--- src/rtl/sample_frame_packer_pkg.sv ---
// Shared definitions for the sample frame packer: FSM state encoding and
// the frame sync byte.
package sample_frame_packer_pkg;

  typedef enum logic [2:0] {
    ST_IDLE,
    ST_HDR,
    ST_FETCH,
    ST_CAPT,
    ST_MSB,
    ST_LSB,
    ST_CNT,
    ST_CHK
  } state_e;

  localparam logic [7:0] SYNC_BYTE = 8'hA5;

endpackage

--- src/rtl/sample_frame_packer.sv ---
// Drains 16-bit samples from the upstream FIFO and emits framed bytes:
// sync, N x {MSB, LSB}, count N, checksum (two's complement of the byte sum).
module sample_frame_packer
  import sample_frame_packer_pkg::*;
#(
  parameter int g_MaxSamples    = 16,
  parameter int g_TimeoutCycles = 1024
) (
  input  logic        clk,
  input  logic        reset,
  input  logic        i_Enable,
  input  logic        i_SampleEmpty,
  output logic        o_SampleRead,
  input  logic [15:0] i_SampleData,
  output logic        o_ByteValid,
  input  logic        i_ByteReady,
  output logic [7:0]  o_ByteData,
  output logic        o_FrameActive,
  output logic [15:0] o_FrameCount
);

  localparam int               TIMER_W    = $clog2(g_TimeoutCycles + 1);
  localparam logic [TIMER_W-1:0] TIMER_LAST = TIMER_W'(g_TimeoutCycles - 1);
  localparam logic [7:0]       MAX_N      = 8'(g_MaxSamples);

  state_e               state_q, state_d;
  logic [7:0]           n_q, n_d;
  logic [7:0]           acc_q, acc_d;
  logic [TIMER_W-1:0]   timer_q, timer_d;
  logic [15:0]          sample_q, sample_d;
  logic                 byte_valid_q, byte_valid_d;
  logic [7:0]           byte_data_q, byte_data_d;
  logic                 frame_active_q, frame_active_d;
  logic [15:0]          frame_count_q, frame_count_d;
  logic                 sample_read;
  logic                 accept;

  assign accept = byte_valid_q && i_ByteReady;

  always_comb begin
    state_d       = state_q;
    n_d           = n_q;
    acc_d         = acc_q;
    timer_d       = timer_q;
    sample_d      = sample_q;
    frame_count_d = frame_count_q;
    sample_read   = 1'b0;

    // Every accepted byte after sync feeds the checksum, count byte included.
    if (accept && state_q != ST_HDR) begin
      acc_d = acc_q + byte_data_q;
    end

    case (state_q)
      ST_IDLE: begin
        if (i_Enable && !i_SampleEmpty) begin
          state_d = ST_HDR;
          n_d     = '0;
          acc_d   = '0;
          timer_d = '0;
        end
      end
      ST_HDR: begin
        if (accept) state_d = ST_FETCH;
      end
      ST_FETCH: begin
        // A waiting sample wins over both the idle timeout and a disable.
        if (!i_SampleEmpty && n_q < MAX_N) begin
          sample_read = 1'b1;
          timer_d     = '0;
          state_d     = ST_CAPT;
        end else if (!i_Enable || (n_q != 8'd0 && timer_q == TIMER_LAST)) begin
          state_d = ST_CNT;
        end else if (n_q != 8'd0) begin
          timer_d = timer_q + TIMER_W'(1);
        end
      end
      ST_CAPT: begin
        sample_d = i_SampleData;
        state_d  = ST_MSB;
      end
      ST_MSB: begin
        if (accept) state_d = ST_LSB;
      end
      ST_LSB: begin
        if (accept) begin
          n_d     = n_q + 8'd1;
          state_d = (n_q + 8'd1 == MAX_N) ? ST_CNT : ST_FETCH;
        end
      end
      ST_CNT: begin
        if (accept) state_d = ST_CHK;
      end
      ST_CHK: begin
        if (accept) begin
          frame_count_d = frame_count_q + 16'd1;
          state_d       = ST_IDLE;
        end
      end
      default: state_d = ST_IDLE;
    endcase
  end

  // Output byte is a function of the next state, so it is stable while stalled.
  always_comb begin
    byte_valid_d   = 1'b0;
    byte_data_d    = 8'd0;
    frame_active_d = (state_d != ST_IDLE);
    case (state_d)
      ST_HDR: begin
        byte_valid_d = 1'b1;
        byte_data_d  = SYNC_BYTE;
      end
      ST_MSB: begin
        byte_valid_d = 1'b1;
        byte_data_d  = sample_d[15:8];
      end
      ST_LSB: begin
        byte_valid_d = 1'b1;
        byte_data_d  = sample_d[7:0];
      end
      ST_CNT: begin
        byte_valid_d = 1'b1;
        byte_data_d  = n_d;
      end
      ST_CHK: begin
        byte_valid_d = 1'b1;
        byte_data_d  = 8'd0 - acc_d;
      end
      default: begin
        byte_valid_d = 1'b0;
        byte_data_d  = 8'd0;
      end
    endcase
  end

  always_ff @(posedge clk or negedge reset) begin
    if (!reset) begin
      state_q        <= ST_IDLE;
      n_q            <= '0;
      acc_q          <= '0;
      timer_q        <= '0;
      sample_q       <= '0;
      byte_valid_q   <= 1'b0;
      byte_data_q    <= '0;
      frame_active_q <= 1'b0;
      frame_count_q  <= '0;
    end else begin
      state_q        <= state_d;
      n_q            <= n_d;
      acc_q          <= acc_d;
      timer_q        <= timer_d;
      sample_q       <= sample_d;
      byte_valid_q   <= byte_valid_d;
      byte_data_q    <= byte_data_d;
      frame_active_q <= frame_active_d;
      frame_count_q  <= frame_count_d;
    end
  end

  assign o_SampleRead  = sample_read;
  assign o_ByteValid   = byte_valid_q;
  assign o_ByteData    = byte_data_q;
  assign o_FrameActive = frame_active_q;
  assign o_FrameCount  = frame_count_q;

endmodule
--- config.mk ---
export PLATFORM = sky130hd
export DESIGN_NAME = sample_frame_packer
export DESIGN_NICKNAME = d
export VERILOG_FILES = /design/src/rtl/sample_frame_packer_pkg.sv /design/src/rtl/sample_frame_packer.sv
export SDC_FILE = /design/constraint.sdc
export NUM_CORES = 1
export LEC_CHECK = 0
export CORE_ASPECT_RATIO = 1.5
export CORE_MARGIN = 4
export CORE_UTILIZATION = 25
export CTS_CLUSTER_SIZE = 12
export DETAILED_ROUTE_END_ITERATION = 12
export DONT_BUFFER_PORTS = 1
export GPL_TIMING_DRIVEN = 0
export PLACE_DENSITY = 0.36
export SYNTH_ARGS = -nofsm -noshare
export SYNTH_HDL_FRONTEND = slang
export SYNTH_SLANG_ARGS = --single-unit
--- constraint.sdc ---
create_clock -name clk -period 6.95 [get_ports clk]
set_clock_uncertainty 0.05 [all_clocks]
set_input_delay 1.39 -clock clk [delete_from_list [all_inputs] [get_ports clk]]
set_output_delay 1.39 -clock clk [all_outputs]
set_load 0.02 [all_outputs]
Word-level counts from Yosys, hierarchy flattened
Index checks and enable logic that the tools add are counted.
{"block": "classes", "order_cmp": 1, "add_sub_neg": 5, "eq_ne": 18, "n_reduce_logical": 15, "mux": 26}
{"op": "two-way mux 11 bit", "n": 4}
{"op": "two-way mux 8 bit", "n": 5}
{"op": "one-hot mux 8 bit (5 select lines)", "n": 1}
{"op": "two-way mux 3 bit", "n": 9}
{"op": "== test 3 bit (second input constant)", "n": 8}
{"op": "one-hot mux 3 bit (8 select lines)", "n": 1}
{"op": "one-hot mux 11 bit (2 select lines)", "n": 1}
{"op": "adder 16 x 1 -> 16 bit (second input constant)", "n": 1}
{"op": "two-way mux 16 bit", "n": 1}
{"op": "one-hot mux 8 bit (2 select lines)", "n": 1}
{"op": "adder 11 x 1 -> 11 bit (second input constant)", "n": 1}
{"op": "== test 11 x 10 -> 1 bit (second input constant)", "n": 1}
{"op": "adder 8 x 1 -> 8 bit (second input constant)", "n": 1}
{"op": "adder 8 bit", "n": 1}
{"op": "== test 8 x 5 -> 1 bit (second input constant)", "n": 1}
{"op": "< comparator 8 x 5 -> 1 bit (second input constant)", "n": 1}
{"op": "nonzero test 8 bit", "n": 1}
{"op": "subtractor 1 x 8 -> 8 bit (first input constant)", "n": 1}
{"op": "== test 3 x 1 -> 1 bit (second input constant)", "n": 2}
{"op": "== test 3 x 2 -> 1 bit (second input constant)", "n": 2}
{"op": "!= test 3 bit (second input constant)", "n": 2}
{"op": "logical AND 1 bit", "n": 5}
{"op": "OR reduction 5 bit", "n": 1}
{"op": "AND reduction 4 bit", "n": 1}
{"op": "other kinds (9)", "n": 12}
{"block": "totals", "reg_bits": 72, "elab_cells": 74, "input_bits": 21, "output_inout_bits": 27}

Longest topological paths before layout
{"block": "logic_depth", "ltp_word": 9, "mapped_depth": 11, "ltp_nobuf": 11}

Worst setup path after synthesis
OpenSTA, ideal clock, no wires.
{"block": "synth_timing", "path_type": "input to output", "startpoint": "input i_SampleEmpty", "endpoint": "output o_SampleRead", "t_arrival_ns": 1.768, "path_buffers": 0, "t_required_ns": 5.510, "setup_slack_ns": 3.742, "cell_stages": 2, "cell_sequence": "nor2_1 > and3_1"}
{"block": "synth_via", "elab_chain_len": 4}
{"element": "start: declaration", "line": "sample_frame_packer.sv:12", "text": "input logic i_SampleEmpty,"}
{"element": "zero test 1 bit", "line": "sample_frame_packer.sv:68", "text": "if (!i_SampleEmpty && n_q < MAX_N) begin"}
{"element": "logical AND 1 bit", "line": "sample_frame_packer.sv:68"}
{"element": "two-way mux 1 bit", "line": "sample_frame_packer.sv:68"}
{"element": "two-way mux 1 bit", "line": "sample_frame_packer.sv:54", "text": "case (state_q)"}
{"element": "end: declaration", "line": "sample_frame_packer.sv:13", "text": "output logic o_SampleRead,"}
No other way between the ends.

Worst setup path after layout
{"block": "layout_timing", "startpoint": "register n_q[5]", "endpoint": "output o_SampleRead"}
{"block": "layout_via", "elab_chain_len": 4}
{"element": "start: declaration", "line": "sample_frame_packer.sv:27", "text": "logic [7:0] n_q, n_d;"}
{"element": "start signal: assignment", "line": "sample_frame_packer.sv:150", "text": "n_q <= n_d;"}
{"element": "< comparator 8 x 5 -> 1 bit", "line": "sample_frame_packer.sv:68"}
{"element": "logical AND 1 bit", "line": "sample_frame_packer.sv:68"}
{"element": "two-way mux 1 bit", "line": "sample_frame_packer.sv:68"}
{"element": "two-way mux 1 bit", "line": "sample_frame_packer.sv:54"}
No other way between the ends.

==> impl_metrics.csv <==
group,metric,value,unit
critical_path,r2r_cells,10,
critical_path,path_buf_inv,1,
placement,port-buffer-count,0,
clock_network,cts.clk_slew.worst_paths,0.06,ns
placement,hpwl,8.53,mm
critical_path,cp.depth,4,
clock_network,cts_root_buf,"clkbuf_16",
detailed_routing,drtIter0Drc,119,
critical_path,crit_path_top_delay_cell,"or4_1",
clock_network,cts_setup_buffers,0,
critical_path,cp_slowest_stage_delay,0.50,ns
detailed_routing,avgViaCountPerCell,4.86,
sta,finalHoldViolCount,0,
detailed_routing,totalWireLength,11.2,mm
worst_hold_path,min_delay_path_depth,1,
detailed_routing,wire_per_inst,17.6,um
floorplanning,core-area,16200,um^2
floorplanning,die_y,165,um
synth,synth_cells,411,
job,cap_viol_max_count,0,
synth,yosysSeqAreaShare,43.9,%
global_routing,grt_overflow,0,
detailed_routing,vias,3078,
detailed_routing,drt.antenna.violating_nets,0,
floorplanning,ios,48,
floorplanning,die_w,113,um
critical_path,path_class,"reg2out",
clock_network,cts_resized,0,
final_layout,drive_gt1_share,15.2,%
sta,fin_tns_setup,0,ns
synth,ys_warn_count,0,
global_routing,first_global_vias,3159,
clock_network,htreeDepth,3,
synth,syn-cell-area,4100,um^2
critical_path,startpoint_type,"flip-flop",
critical_path,crit_path_end_kind,"primary output",
synth,synth_edf_count,0,
sta,post-route-period-util,47.6,%
synth,syn_area_per_cell,9.98,um^2
worst_hold_path,min_path_type,"reg2reg",
global_routing,grt_max_degree,73,
floorplanning,initial_core_util,25.3,%
final_layout,nNetsFinal,457,
sta,whs,0.428,ns
detailed_routing,firstDrtPassIters,4,
power,powerDensity,448,nW/um^2
worst_hold_path,hold_start,"timer_q[10]",
sta,rsz0062_at_grt,"false",
critical_path,arrival,1.87,ns
detailed_routing,drc_errors,0,
synth,synth_nets,446,
run_status,status,"finished, final reports clean",
critical_path,cp_top_family,"simple AND/OR/NAND/NOR gates",
power,leakage,2.01,nW
final_layout,syn_to_final_growth,13.4,%
sta,setup_viol_count_final,0,
floorplanning,die_area,18600,um^2
clock_network,clock_latency,0.34,ns
sta,worst_pin_slew,0.616,ns
critical_path,rrSetupSlack,4.16,ns
global_routing,antenna_found_initial,0,
synth,async_reset_ff_share,100,%
sta,fin_crit,3.31,ns
power,p_total,2.08,mW
worst_hold_path,min_to,"timer_q[10]",
synth,ys_ff_latch,72,
synth,ys_types,66,
sta,slew_headroom,58.7,%
sta,fmax,302,MHz
critical_path,rr_startpoint,"o_ByteData[0]",
floorplanning,rows,57,
critical_path,required,5.51,ns
global_routing,grt_usage,12.4,%
synth,synth-main-ff-cell,"dfrtp_1",
clock_network,cts_buffers,9,
placement,place_congestion,0.777,
final_layout,diodes,0,
critical_path,critPathMaxFanout,9,
clock_network,postCtsHoldBufs,0,
clock_network,cts_tree,"done",
global_routing,grt_pass1_wl,18.0,mm
critical_path,reg2reg_to,"o_ByteData[7]",
clock_network,cts.sinks,72,
sta,final_max_slew_viol_count,0,
final_layout,fin_util,28.7,%
clock_network,cts_buffer_depth,2,
critical_path,crit_chain,"clkbuf_1 > or4_1 > nor2_1 > and3_1",
final_layout,n_fill_cell,1704,
power,ir_worst_vdd,142,uV
per-layer routing:
metal  track usage [%]  wire length, um  part of all wire [%]
met1              14.2             4650                    42
met2              22.5             5880                    53
met3              3.26              483                   4.3
met4              3.83              146                   1.3
met5                 0                0                     0
final cells by class:
type	instances	area [um^2]	share of cell area, %
buffer	15	83.8	1.80
clock buffer	11	233	5.01
clock inverter	5	57.6	1.24
inverter	22	82.6	1.78
multi-input combinational	302	2130	45.9
sequential	72	1800	38.8
tap	206	258	5.54
worst max-delay path by stage:
stage | start | endpoint | slack, ns
after detailed placement | i_SampleEmpty | o_ByteData[6] | 3.36
after global routing | n_q[5] | o_SampleRead | 3.51
final | n_q[5] | o_SampleRead | 3.64
after floorplan | i_SampleEmpty | o_SampleRead | 3.74
after CTS | n_q[5] | o_SampleRead | 3.61
after global placement | i_SampleEmpty | o_ByteData[6] | 3.35
sequential cells by signal, summed over array words and instances (netlist names):
signal and cells:
timer_q 11, acc_q 8, sample_q 16, o_FrameActive 1
o_ByteValid 1, o_FrameCount 16, state_q 3, o_ByteData 8
n_q 8
where the power goes:
| group | leakage [nW] | switching [mW] | internal, mW |
|---|---|---|---|
| sequential | 0.917 | 0.139 | 0.549 |
| clock | 0.132 | 0.186 | 0.278 |
| combinational | 0.965 | 0.543 | 0.389 |
metrics by stage:
step / worst slack (ns) / cell area [um^2] / cells
floorplan: 3.74 / 4100 / 411
global placement: 3.35 / 4360 / 617
detailed placement: 3.36 / 4360 / 617
CTS: 3.61 / 4650 / 633
global route: 3.51 / 4650 / 633
finish: 3.64 / 4650 / 633
synth_stat cells, types with 4 or more instances:
master    count  area [um^2]
nor2_1       29          109
o21ai_1       4         20.0
a21oi_1       8         40.0
xor2_1       15          131
and2_1        5         31.3
o31ai_1      10         75.1
xnor2_1      12          105
mux2i_1       8         80.1
ha_1         13          163
o211ai_1      8         60.1
dfrtp_1      72         1800
mux2_2       19          214
nand3_1      17         85.1
clkbuf_1      4         15.0
nand2b_1      6         37.5
nand2_1      38          143
inv_1        21         78.8
o21ai_0      22          110
buf_2         7         35.0
a31oi_1       8         50.1
and3_1       12         75.1
nor3_1        4         20.0
o21a_1        5         37.5
nand4_1       6         37.5
layout by cell type, fill, tap and decap left out, types with 8 or more instances in the layout:
cell type / count
a21oi_1: 8
a31oi_1: 8
and3_1: 12
clkbuf_16: 9
dfrtp_1: 72
ha_1: 13
inv_1: 21
mux2_2: 19
mux2i_1: 8
nand2_1: 38
nand3_1: 17
nor2_1: 29
o211ai_1: 8
o21ai_0: 22
o31ai_1: 10
xnor2_1: 12
xor2_1: 15
cell families after synthesis:
kind of cell,Yosys count,share of synthesized area (%)
adder cells (fa/ha/maj),14,4.45
AO/OA/AOI/OAI,92,16.0
multiplexers,27,7.17
buffers and inverters,37,4.06
XOR/XNOR,27,5.77
flip-flops,72,43.9
AND/OR/NAND/NOR,142,18.6
No activity file was read; power rests on OpenSTA's default activity.
